===== config.mk =====
export PLATFORM = sky130hd
export DESIGN_NAME = c64_dma_responder
export DESIGN_NICKNAME = d
export VERILOG_FILES = /design/src/rtl/c64_dma_responder.sv
export SDC_FILE = /design/constraint.sdc
export NUM_CORES = 1
export LEC_CHECK = 0
export BUFFER_PORTS_ARGS = -buffer_cell sky130_fd_sc_hd__buf_2
export CAP_MARGIN = 25
export CORE_ASPECT_RATIO = 1.2
export CORE_MARGIN = 2
export CORE_UTILIZATION = 30
export CTS_CLUSTER_DIAMETER = 150
export DETAILED_ROUTE_END_ITERATION = 6
export HOLD_SLACK_MARGIN = 0.05
export SLEW_MARGIN = 20
export SYNTH_ARGS = -nofsm -noshare
export SYNTH_HDL_FRONTEND = slang
export SYNTH_SLANG_ARGS = --single-unit

===== constraint.sdc =====
create_clock -name clk -period 1.95 [get_ports clk]
set_clock_uncertainty 0.05 [all_clocks]
set_input_delay 0.39 -clock clk [delete_from_list [all_inputs] [get_ports clk]]
set_output_delay 0.39 -clock clk [all_outputs]
set_load 0.1 [all_outputs]

===== src/rtl/c64_dma_responder.sv =====
// C64 expansion-port DMA responder: turns a toggle-handshake request into one
// C64 bus cycle by pulling /DMA, waiting out VIC steals, then driving the bus.
module c64_dma_responder #(
    parameter int ADDR_DLY = 1,
    parameter int DATA_DLY = 4
) (
    input  logic        clk,
    input  logic        reset,
    input  logic [15:0] dma_a,
    input  logic [7:0]  dma_d,
    input  logic        dma_rw,
    input  logic        dma_req,
    output logic        dma_ack,
    output logic [7:0]  dma_q,
    input  logic        phi2,
    input  logic        ba,
    output logic        dma_n,
    output logic [15:0] bus_a,
    output logic        bus_a_oe,
    output logic        bus_rw,
    output logic        bus_rw_oe,
    input  logic [7:0]  bus_d_in,
    output logic [7:0]  bus_d_out,
    output logic        bus_d_oe
);

    localparam logic [2:0] IDLE    = 3'd0;
    localparam logic [2:0] ARM     = 3'd1;
    localparam logic [2:0] GRANT   = 3'd2;
    localparam logic [2:0] WAIT_HI = 3'd3;
    localparam logic [2:0] CYC     = 3'd4;

    localparam logic [8:0] ADDR_DUE = 9'(ADDR_DLY);
    localparam logic [8:0] DATA_DUE = 9'(DATA_DLY);

    logic       phi2_meta, phi2_sync, phi2_last;
    logic       ba_meta, ba_sync;
    logic [7:0] d_meta, d_sync;

    logic [2:0]  state;
    logic [7:0]  cnt;
    logic [15:0] lat_a;
    logic [7:0]  lat_d;
    logic        lat_rw;
    logic        d_oe_q;

    logic phi2_rise, phi2_fall, pending, addr_due, data_due;

    always_ff @(posedge clk) begin
        if (reset) begin
            phi2_meta <= 1'b0;
            phi2_sync <= 1'b0;
            phi2_last <= 1'b0;
            ba_meta   <= 1'b0;
            ba_sync   <= 1'b0;
            d_meta    <= 8'h00;
            d_sync    <= 8'h00;
        end else begin
            phi2_meta <= phi2;
            phi2_sync <= phi2_meta;
            phi2_last <= phi2_sync;
            ba_meta   <= ba;
            ba_sync   <= ba_meta;
            d_meta    <= bus_d_in;
            d_sync    <= d_meta;
        end
    end

    assign phi2_rise = phi2_sync & ~phi2_last;
    assign phi2_fall = ~phi2_sync & phi2_last;
    assign pending   = dma_req != dma_ack;
    // cnt holds the clks elapsed since the rise, so the next edge is cnt+1
    assign addr_due  = ({1'b0, cnt} + 9'd1) >= ADDR_DUE;
    assign data_due  = ({1'b0, cnt} + 9'd1) >= DATA_DUE;

    // Data drive is gated combinationally so it drops the moment the
    // synchronised phi2 goes low, a clk before the fall is acted upon.
    assign bus_d_oe = d_oe_q & phi2_sync & ~bus_rw;

    always_ff @(posedge clk) begin
        if (reset) begin
            state     <= IDLE;
            dma_ack   <= dma_req;
            dma_q     <= 8'h00;
            dma_n     <= 1'b1;
            bus_a     <= 16'h0000;
            bus_a_oe  <= 1'b0;
            bus_rw    <= 1'b1;
            bus_rw_oe <= 1'b0;
            bus_d_out <= 8'h00;
            d_oe_q    <= 1'b0;
            cnt       <= 8'h00;
            lat_a     <= 16'h0000;
            lat_d     <= 8'h00;
            lat_rw    <= 1'b0;
        end else begin
            case (state)
                IDLE: begin
                    if (pending) begin
                        lat_a  <= dma_a;
                        lat_d  <= dma_d;
                        lat_rw <= dma_rw;
                        state  <= ARM;
                    end
                end
                ARM: begin
                    if (phi2_fall) begin
                        dma_n <= 1'b0;
                        state <= GRANT;
                    end
                end
                GRANT: begin
                    if (phi2_fall && ba_sync) begin
                        state <= WAIT_HI;
                    end
                end
                WAIT_HI: begin
                    if (phi2_rise && ba_sync) begin
                        cnt   <= 8'h00;
                        state <= CYC;
                    end
                end
                CYC: begin
                    if (phi2_fall) begin
                        if (!lat_rw) begin
                            dma_q <= d_sync;
                        end
                        dma_ack   <= ~dma_ack;
                        bus_a_oe  <= 1'b0;
                        bus_rw_oe <= 1'b0;
                        bus_rw    <= 1'b1;
                        d_oe_q    <= 1'b0;
                        // req equal to the old ack means it differs from the new one
                        if (dma_req == dma_ack) begin
                            lat_a  <= dma_a;
                            lat_d  <= dma_d;
                            lat_rw <= dma_rw;
                            state  <= WAIT_HI;
                        end else begin
                            dma_n <= 1'b1;
                            state <= IDLE;
                        end
                    end else begin
                        if (cnt != 8'hFF) begin
                            cnt <= cnt + 8'd1;
                        end
                        if (addr_due) begin
                            bus_a     <= lat_a;
                            bus_rw    <= ~lat_rw;
                            bus_a_oe  <= 1'b1;
                            bus_rw_oe <= 1'b1;
                        end
                        if (data_due && lat_rw) begin
                            bus_d_out <= lat_d;
                            d_oe_q    <= 1'b1;
                        end
                    end
                end
                default: state <= IDLE;
            endcase
        end
    end

endmodule


### After elaboration in Yosys (flattened, before gate mapping)

Index checks and enable logic that the tools add are counted.

| word-level totals | value |
|---|---|
| output and inout port bits | 38 |
| bits in registers | 94 |
| bits of input ports | 38 |
| logic and storage cells | 107 |

| operators by class | value |
|---|---|
| add/subtract/negate cells | 2 |
| reduce and logical (&&, ||, !) cells | 21 |
| bitwise gates (word level) | 10 |
| equal/unequal tests | 16 |
| magnitude comparators | 2 |
| mux-type cells | 36 |

Operators by type and width:

| kind | number |
|---|---|
| $mux W16 | 3 |
| $mux W8 | 6 |
| $pmux W16 S2 | 1 |
| $pmux W8 S2 | 2 |
| $ne A2 B2 Y1 const B | 9 |
| $mux W1 | 15 |
| $mux W3 | 5 |
| $pmux W3 S5 | 1 |
| $reduce_bool A2 Y1 | 7 |
| $reduce_and A4 Y1 | 3 |
| $add A8 B1 Y9 const B | 1 |
| $ge A9 B1 Y1 const B | 1 |
| $ge A9 B3 Y1 const B | 1 |
| $reduce_and A3 Y1 | 3 |
| $add A8 B1 Y8 const B | 1 |
| $ne A8 B8 Y1 const B | 1 |
| $eq A3 B2 Y1 const B | 2 |
| $not A1 Y1 | 6 |
| $reduce_and A2 Y1 | 3 |
| $reduce_and A5 Y1 | 1 |
| $and A1 B1 Y1 | 4 |
| $pmux W1 S2 | 2 |
| $eq A3 B1 Y1 const B | 1 |
| $eq A3 B3 Y1 const B | 1 |
| other kinds (5) | 7 |

### Depth between registers and ports, before layout

Gate-level depths: netlist of run 1.

| depth | value |
|---|---|
| depth after elaboration | 5 |
| depth in mapped cells | 8 |
| mapped depth without buffers | 6 |

### Least setup slack after synthesis of run 1

OpenSTA, ideal clock, no wires.

| timing path | value |
|---|---|
| path kind | register to output |
| start | reg bus_rw |
| end | out bus_d_oe |
| path buffers | 0 |
| setup slack | -1.506 ns |
| data required time | 1.510 ns |
| arrival | 3.016 ns |
| stages on the path, launching flop included | 2 |
| cells stage by stage | dfxtp_1 nor3b_1 |

| between the ends | value |
|---|---|
| cells in the longest elaborated chain, start to end | 2 |

Ends and longest elaborated chain:

| what | line | text |
|---|---|---|
| start, declared | 20 | `output logic bus_rw,` |
| start signal, assigned | 149 | `bus_rw <= ~lat_rw;` |
| $not A1 Y1 | 78 | `assign bus_d_oe = d_oe_q & phi2_sync & ~bus_rw;` |
| $and A1 B1 Y1 | 78 |  |
| end, declared | 24 | `output logic bus_d_oe` |

No other way between the ends.

### Worst setup path in the final report of run 1

| timing path | value |
|---|---|
| start | reg cnt[1] |
| end | reg bus_a[5] |

| between the ends | value |
|---|---|
| cells in the longest elaborated chain, start to end | 3 |

Ends and longest elaborated chain:

| what | line | text |
|---|---|---|
| start, declared | 41 | `logic [7:0] cnt;` |
| start signal, assigned | 145 | `cnt <= cnt + 8'd1;` |
| $add A8 B1 Y9 | 73 | `assign addr_due = ({1'b0, cnt} + 9'd1) >= ADDR_DUE;` |
| $ge A9 B1 Y1 | 73 |  |
| $reduce_and A3 Y1 (no source line) | -- |  |
| end signal, assigned | 148 | `bus_a <= lat_a;` |
| end, declared | 18 | `output logic [15:0] bus_a,` |

No other way between the ends.
A chain may end at the register's enable or synchronous reset.

==> flow_summary.yaml, run 1 <==
global_routing:
  grt_pass1_wl_microns: 13900
  grt_overflow_total: 0
  grt_use_total: 0.132
  grt_max_degree: 51
  antenna_found_initial: 0
  grt_pass1_vias: 2993
timing:
  slew_viol_final: 0
  maxSlewHeadroom: 0.655
  fmax_mhz: 510
  hold_viol: 0
  grt_setup_unrepaired: "yes"
  period_minus_slack_ps: 1960
  setup_tns_ps: -49.0
  fin_crit_sh: 1.01
  setup_viol: 6
  postLayoutSetupSlackWorst_ps: -11.7
  tightest_slew_ps: 520
  holdWs_ps: 207
layout:
  layout.nets: 541
  regArea_sq_um: 1900
  multiInputGateArea_sq_um: 1680
  drive_gt1_frac: 0.263
  stdcell_count: 667
  diodes: 0
  area_growth_syn_to_layout_pct: 28.9
  post-route-cell-area_sq_um: 4720
  num-fill-cells: 1266
routing:
  drt_pre_antenna_iters: 4
  wirelength_microns: 8380
  first_iter_violations: 97
  drtAntennaViolNets: 0
  vias: 3085
  wire_per_inst_microns: 12.6
  via_per_inst: 4.63
  drc: 0
yosys:
  synth_cell_types: 48
  yosysSeqAreaShare: 0.517
  synth_edf_count: 1
  yosysWarnings: 0
  synth-seq-cells: 94
  synthArstFlopShare: 0
  syn-instance-count: 418
  synth_ff_type: "dfxtp_1"
  syn_nets: 458
  syn_area_sq_um: 3660
  avgSynthCellArea_sq_um: 8.75
worst_setup_path:
  timing.rr.start: "cnt[1]$_SDFFE_PP0P_"
  crit_end: "bus_a[5]$_SDFFE_PP0P_"
  r2r_setup_slack_ps: -10
  worstPathArrival_ps: 2140
  required_ps: 2120
  crit_type: "reg2reg"
  r2r_cells: 7
  critPathLaunch: "cnt[1]$_SDFFE_PP0P_"
  cp_max_fo: 10
  rr_endpoint: "bus_a[5]$_SDFFE_PP0P_"
  end_kind: "register"
  critPathLaunchType: "register"
placement:
  dp_slack_ps: -127
  gp_congestion: 0.858
  placed_cell_area_sq_um: 4350
  io_buffers: 75
  dpl.hpwl_microns: 5810
  dpl.cell_count: 648
cts:
  clkSlewWorstSetupHoldPaths_ps: 60
  cts_max_path_buffers: 2
  htreeDepth: 3
  cts_tree: "yes"
  cts_made_buffers: 9
  clock-root-buffer: "clkbuf_16"
  clk_latency_ps: 340
  clkSinkCount: 94
  hold_buffers: 0
worst_hold_path:
  hp-class: "in2reg"
floorplanning:
  die_area_sq_um: 13100
  core_sq_um: 12000
  std_cell_rows: 44
  dieWidth_microns: 105
  ios: 76
  initial_core_util: 0.305
  fp.dieH_microns: 125
power_and_ir_drop:
  cellPowerDensity_nw_per_um2: 877
  p_leak_uw: 0.00186
  ir_worst_vdd_uv: 454
outcome:
  violations: "negative setup slack"
  status: "finished, violations left"
run:
  drv_cap: 0
kinds of logic after synthesis:
| group | count (synthesis) | synth area share |
|---|---|---|
| buffers and inverters | 34 | 0.0410 |
| adders and majority gates | 2 | 0.00684 |
| DFF | 94 | 0.517 |
| muxes | 32 | 0.0876 |
| AOI/OAI and AO/OA | 65 | 0.108 |
| and+or+nand+nor | 190 | 0.237 |
| xor gates and xnor gates | 1 | 0.00239 |
cells in the mapped netlist, drive strengths merged, types with 2 or more instances:
cell,instances,area (sq um)
mux2i,32,320
inv,7,26.3
nor3,9,45.0
a31oi,3,18.8
ha,2,25.0
nor4,3,18.8
or3,2,12.5
clkbuf,18,67.6
nor2b,24,150
nand2,110,413
nand4,2,12.5
nor3b,3,27.5
a211oi,2,27.5
o221a,2,22.5
nand3b,2,15.0
o21ai,10,50.0
a21oi,38,190
buf,9,56.3
nor2,23,91.3
dfxtp,93,1860
nand3,5,25.0
routing by layer:
layer,track usage,part of all wire,vias to the layer above
met1,0.148,0.44,1452
li1,-,-,1561
met4,0.0557,0.018,0
met3,0.0344,0.032,10
met2,0.236,0.51,62
met5,0,0,-
critical path: stages (launching register included):
cell	delay (ps)
dfxtp_4	390
ha_4	160
nand4_1	100
a2111o_1	460
a211oi_4	340
nor2_4	70
buf_12	160
mux2i_1	120
final cells by class:
cell class / instances / share of cell area
flip-flops and latches: 94 / 0.403
multi-input cells: 290 / 0.356
repair buffers: 99 / 0.130
clock buffers: 10 / 0.0507
well taps: 161 / 0.0427
clock inverters: 6 / 0.0125
inverters: 7 / 0.00557
how the worst min path moves through the flow:
stage / endpoint / start / slack [ps] / cells past startpoint
final: d_meta[4]$_SDFF_PP0_ / bus_d_in[4] / 210 / 2
after CTS: d_meta[4]$_SDFF_PP0_ / bus_d_in[4] / 190 / 2
after detailed placement: ba_sync$_SDFF_PP0_ / ba_meta$_SDFF_PP0_ / 370 / 1
after global routing: d_meta[4]$_SDFF_PP0_ / bus_d_in[4] / 200 / 2
after global placement: d_sync[5]$_SDFF_PP0_ / d_meta[5]$_SDFF_PP0_ / 370 / 1
after floorplan: ba_sync$_SDFF_PP0_ / ba_meta$_SDFF_PP0_ / 360 / 1
what timing repair did:
item                       CTS  global route
setup endpoints to repair   33            34
setup buffers                2             1
gates resized for setup      2             8
pin swaps                    2             4
sequential cells by signal, summed over array words and instances, names as in the netlist:
| register | cells |
|---|---|
| phi2_meta | 1 |
| ba_meta | 1 |
| d_oe_q | 1 |
| bus_a | 16 |
| lat_rw | 1 |
| phi2_sync | 1 |
| phi2_last | 1 |
| ba_sync | 1 |
| bus_rw | 1 |
| dma_n | 1 |
| lat_d | 8 |
| cnt | 8 |
| state | 3 |
| bus_rw_oe | 1 |
| d_sync | 8 |
| bus_d_out | 8 |
| d_meta | 8 |
| lat_a | 16 |
| dma_ack | 1 |
| dma_q | 8 |
stage by stage:
stage	utilization	power, uW
after CTS	0.389	4190
after detailed placement	0.362	2450
after global placement	0.362	2430
after floorplan	-	2310
final	0.393	4140
after global routing	0.393	4330
power by group:
part | internal (uW) | switching, uW | total [uW] | leakage [uW]
clock | 1020 | 713 | 1740 | 0.000152
sequential | 2000 | 48.4 | 2050 | 0.000770
combinational | 145 | 208 | 353 | 0.000942
total | 3170 | 970 | 4140 | 0.00186
cells in the final DEF, fill, tap and decap left out, types with 2 or more instances in the layout:
cell type,synthesis,layout
a21oi_1,38,38
nor2b_1,24,24
nor3_1,9,8
buf_2,3,75
mux2i_1,32,32
buf_4,1,18
o21ai_0,5,5
buf_6,2,2
buf_12,0,4
nor3b_2,1,2
o221a_1,2,2
dfxtp_4,0,2
nand4_1,2,2
inv_1,5,5
nor2_1,21,21
dfxtp_1,93,90
clkinv_2,0,4
o21ai_1,5,4
nand3b_1,2,2
nand2_1,110,110
clkbuf_16,0,9
nor4_1,3,3
a31oi_1,3,3
inv_2,2,2
nand3_1,5,5
No activity file was read; power rests on OpenSTA's default activity.
==> inputs of run 2 (changes only) <==
--- a/config.mk
+++ b/config.mk
@@ -5,9 +5,9 @@
 export SDC_FILE = /design/constraint.sdc
 export NUM_CORES = 1
 export LEC_CHECK = 0
-export BUFFER_PORTS_ARGS = -buffer_cell sky130_fd_sc_hd__buf_2
+export BUFFER_PORTS_ARGS = -buffer_cell sky130_fd_sc_hd__buf_4
 export CAP_MARGIN = 25
-export CORE_ASPECT_RATIO = 1.2
+export CORE_ASPECT_RATIO = 1.4
 export CORE_MARGIN = 2
 export CORE_UTILIZATION = 30
 export CTS_CLUSTER_DIAMETER = 150
==> run 2 against run 1 <==
The run now ends clean. Cell count shrank 2.1%. Combinational power rose by 6.5%. Sequential share of layout area shrank 1.6 points. Critical path type unchanged. Critical endpoint is now bus_rw$_SDFFE_PP1P_. Highest routed layer unchanged.
==> flow_summary.yaml, run 2 (synthesis gave the netlist of run 1 again) <==
outcome:
  status: "completed"
layout:
  drive_gt1_frac: 0.263
  layout.nets: 542
  num-fill-cells: 1176
  post-route-cell-area_sq_um: 4910
  diodes: 0
  final_cell_mix: "110 x nand2_1, 93 x buf_4, 91 x dfxtp_1, 37 x a21oi_1, 32 x mux2i_1"
  area_growth_syn_to_layout_pct: 34.2
  final_common_cell: "nand2_1"
  reg_top3: "bus_a (16), lat_a (16)"
routing:
  drt_pre_antenna_iters: 4
  via_per_inst: 4.72
  drc: 0
  vias: 3085
  wire_per_inst_microns: 13.1
  wirelength_microns: 8540
  drtAntennaViolNets: 0
  first_iter_violations: 127
global_routing:
  grt_max_degree: 52
  grt_use_total: 0.132
  grt_use_met3: 0.0233
  grtUsageMet2: 0.236
  gr-max-usage-layer: "met2"
  met1_usage: 0.152
  antenna_found_initial: 0
  grt_pass1_wl_microns: 14100
  grt_pass1_vias: 2976
  grt_overflow_total: 0
timing:
  grt_setup_unrepaired: "yes"
  period_minus_slack_ps: 1870
  hold_viol: 0
  slew_viol_final: 0
  tightest_slew_ps: 383
  setup_viol: 0
  holdWs_ps: 215
  fmax_mhz: 534
  maxSlewHeadroom: 0.738
  fin_crit_sh: 0.961
cts:
  cts_tree: "yes"
  hold_buffers: 0
  htreeDepth: 3
  clock-root-buffer: "clkbuf_16"
  cts_made_buffers: 9
  cts_max_path_buffers: 2
  clkSlewWorstSetupHoldPaths_ps: 60
  clkSinkCount: 94
  clk_latency_ps: 330
run:
  drv_cap: 0
power_and_ir_drop:
  ir_worst_vdd_uv: 425
  p_leak_uw: 0.00190
  cellPowerDensity_nw_per_um2: 831
  power_uw: 4080
floorplanning:
  dieWidth_microns: 97.3
  initial_core_util: 0.308
  std_cell_rows: 47
  die_area_sq_um: 13100
  core_sq_um: 11900
  ios: 76
  fp.dieH_microns: 135
placement:
  io_buffers: 75
  placed_cell_area_sq_um: 4540
  gp_congestion: 0.843
  dpl.hpwl_microns: 6010
worst_setup_path:
  worstPathArrival_ps: 2070
  end_kind: "register"
  cp_max_fo: 7
  crit_type: "reg2reg"
  required_ps: 2140
  critPathLaunchType: "register"
worst_hold_path:
  hp-class: "in2reg"
## run 2: changes by cell type in the layout (fill, tap and decap cells not counted), moves of 2 or more
cell | before | now
buf_12 | 4 | 6
clkinv_2 | 4 | 2
buf_4 | 18 | 93
buf_2 | 75 | 0
## run 2: worst max-delay path, cell delays in order, from the launching register on
cell and delay [ps]:
dfxtp_4 370, buf_4 150, nand3_1 70, a2111o_1 420
a211oi_4 300, buf_6 150, nor4b_1 40, a211oi_1 230
## run 2: path summary, 6_finish.rpt
check | start | to | slack, ps | cells after the start
worst max-delay path | cnt[0]$_SDFFE_PP0P_ | bus_rw$_SDFFE_PP1P_ | 80 | 7
worst max register to register | cnt[0]$_SDFFE_PP0P_ | bus_rw$_SDFFE_PP1P_ | 80 | 7
worst min register to register | d_meta[2]$_SDFF_PP0_ | d_sync[2]$_SDFF_PP0_ | 380 | 1
worst min-delay path | bus_d_in[3] | d_meta[3]$_SDFF_PP0_ | 220 | 2
## run 2: routing by layer
layer	part of all wire	wire [microns]
met1	0.41	3500
met5	0	0
met2	0.53	4500
met3	0.038	325
met4	0.025	213
## run 2: area by class of cell
| class | count | area (sq um) | share of cell area |
|---|---|---|---|
| sequential | 94 | 1900 | 0.386 |
| multi-input combinational | 290 | 1690 | 0.344 |
| timing repair buffer | 100 | 830 | 0.169 |
| clock buffer | 12 | 268 | 0.0546 |
| tap | 147 | 184 | 0.0375 |
| inverter | 7 | 26.3 | 0.00535 |
| clock inverter | 3 | 17.5 | 0.00357 |
## run 2: through the flow
stage | std cells | utilization | worst slack (ps) | TNS, ps
after CTS | 652 | 0.410 | 10.4 | 0
after global placement | 635 | 0.382 | 2.12 | 0
final | 653 | 0.413 | 75.9 | 0
after global routing | 653 | 0.413 | -24.2 | -48.0
after floorplan | 418 | - | -204 | -4220
after detailed placement | 635 | 0.382 | -147 | -2130
## run 2: report_power, final
part	internal, uW	leakage [uW]	switching [uW]	total, uW
Combinational	170	0.000990	206	376
Clock	965	0.000140	690	1660
Sequential	2000	0.000769	43.3	2050
## run 2: repair_timing
action	4_1_cts	5_1_grt
resized for setup	3	6
pin swaps	4	4
buffers inserted	2	1
setup endpoints to repair	24	26
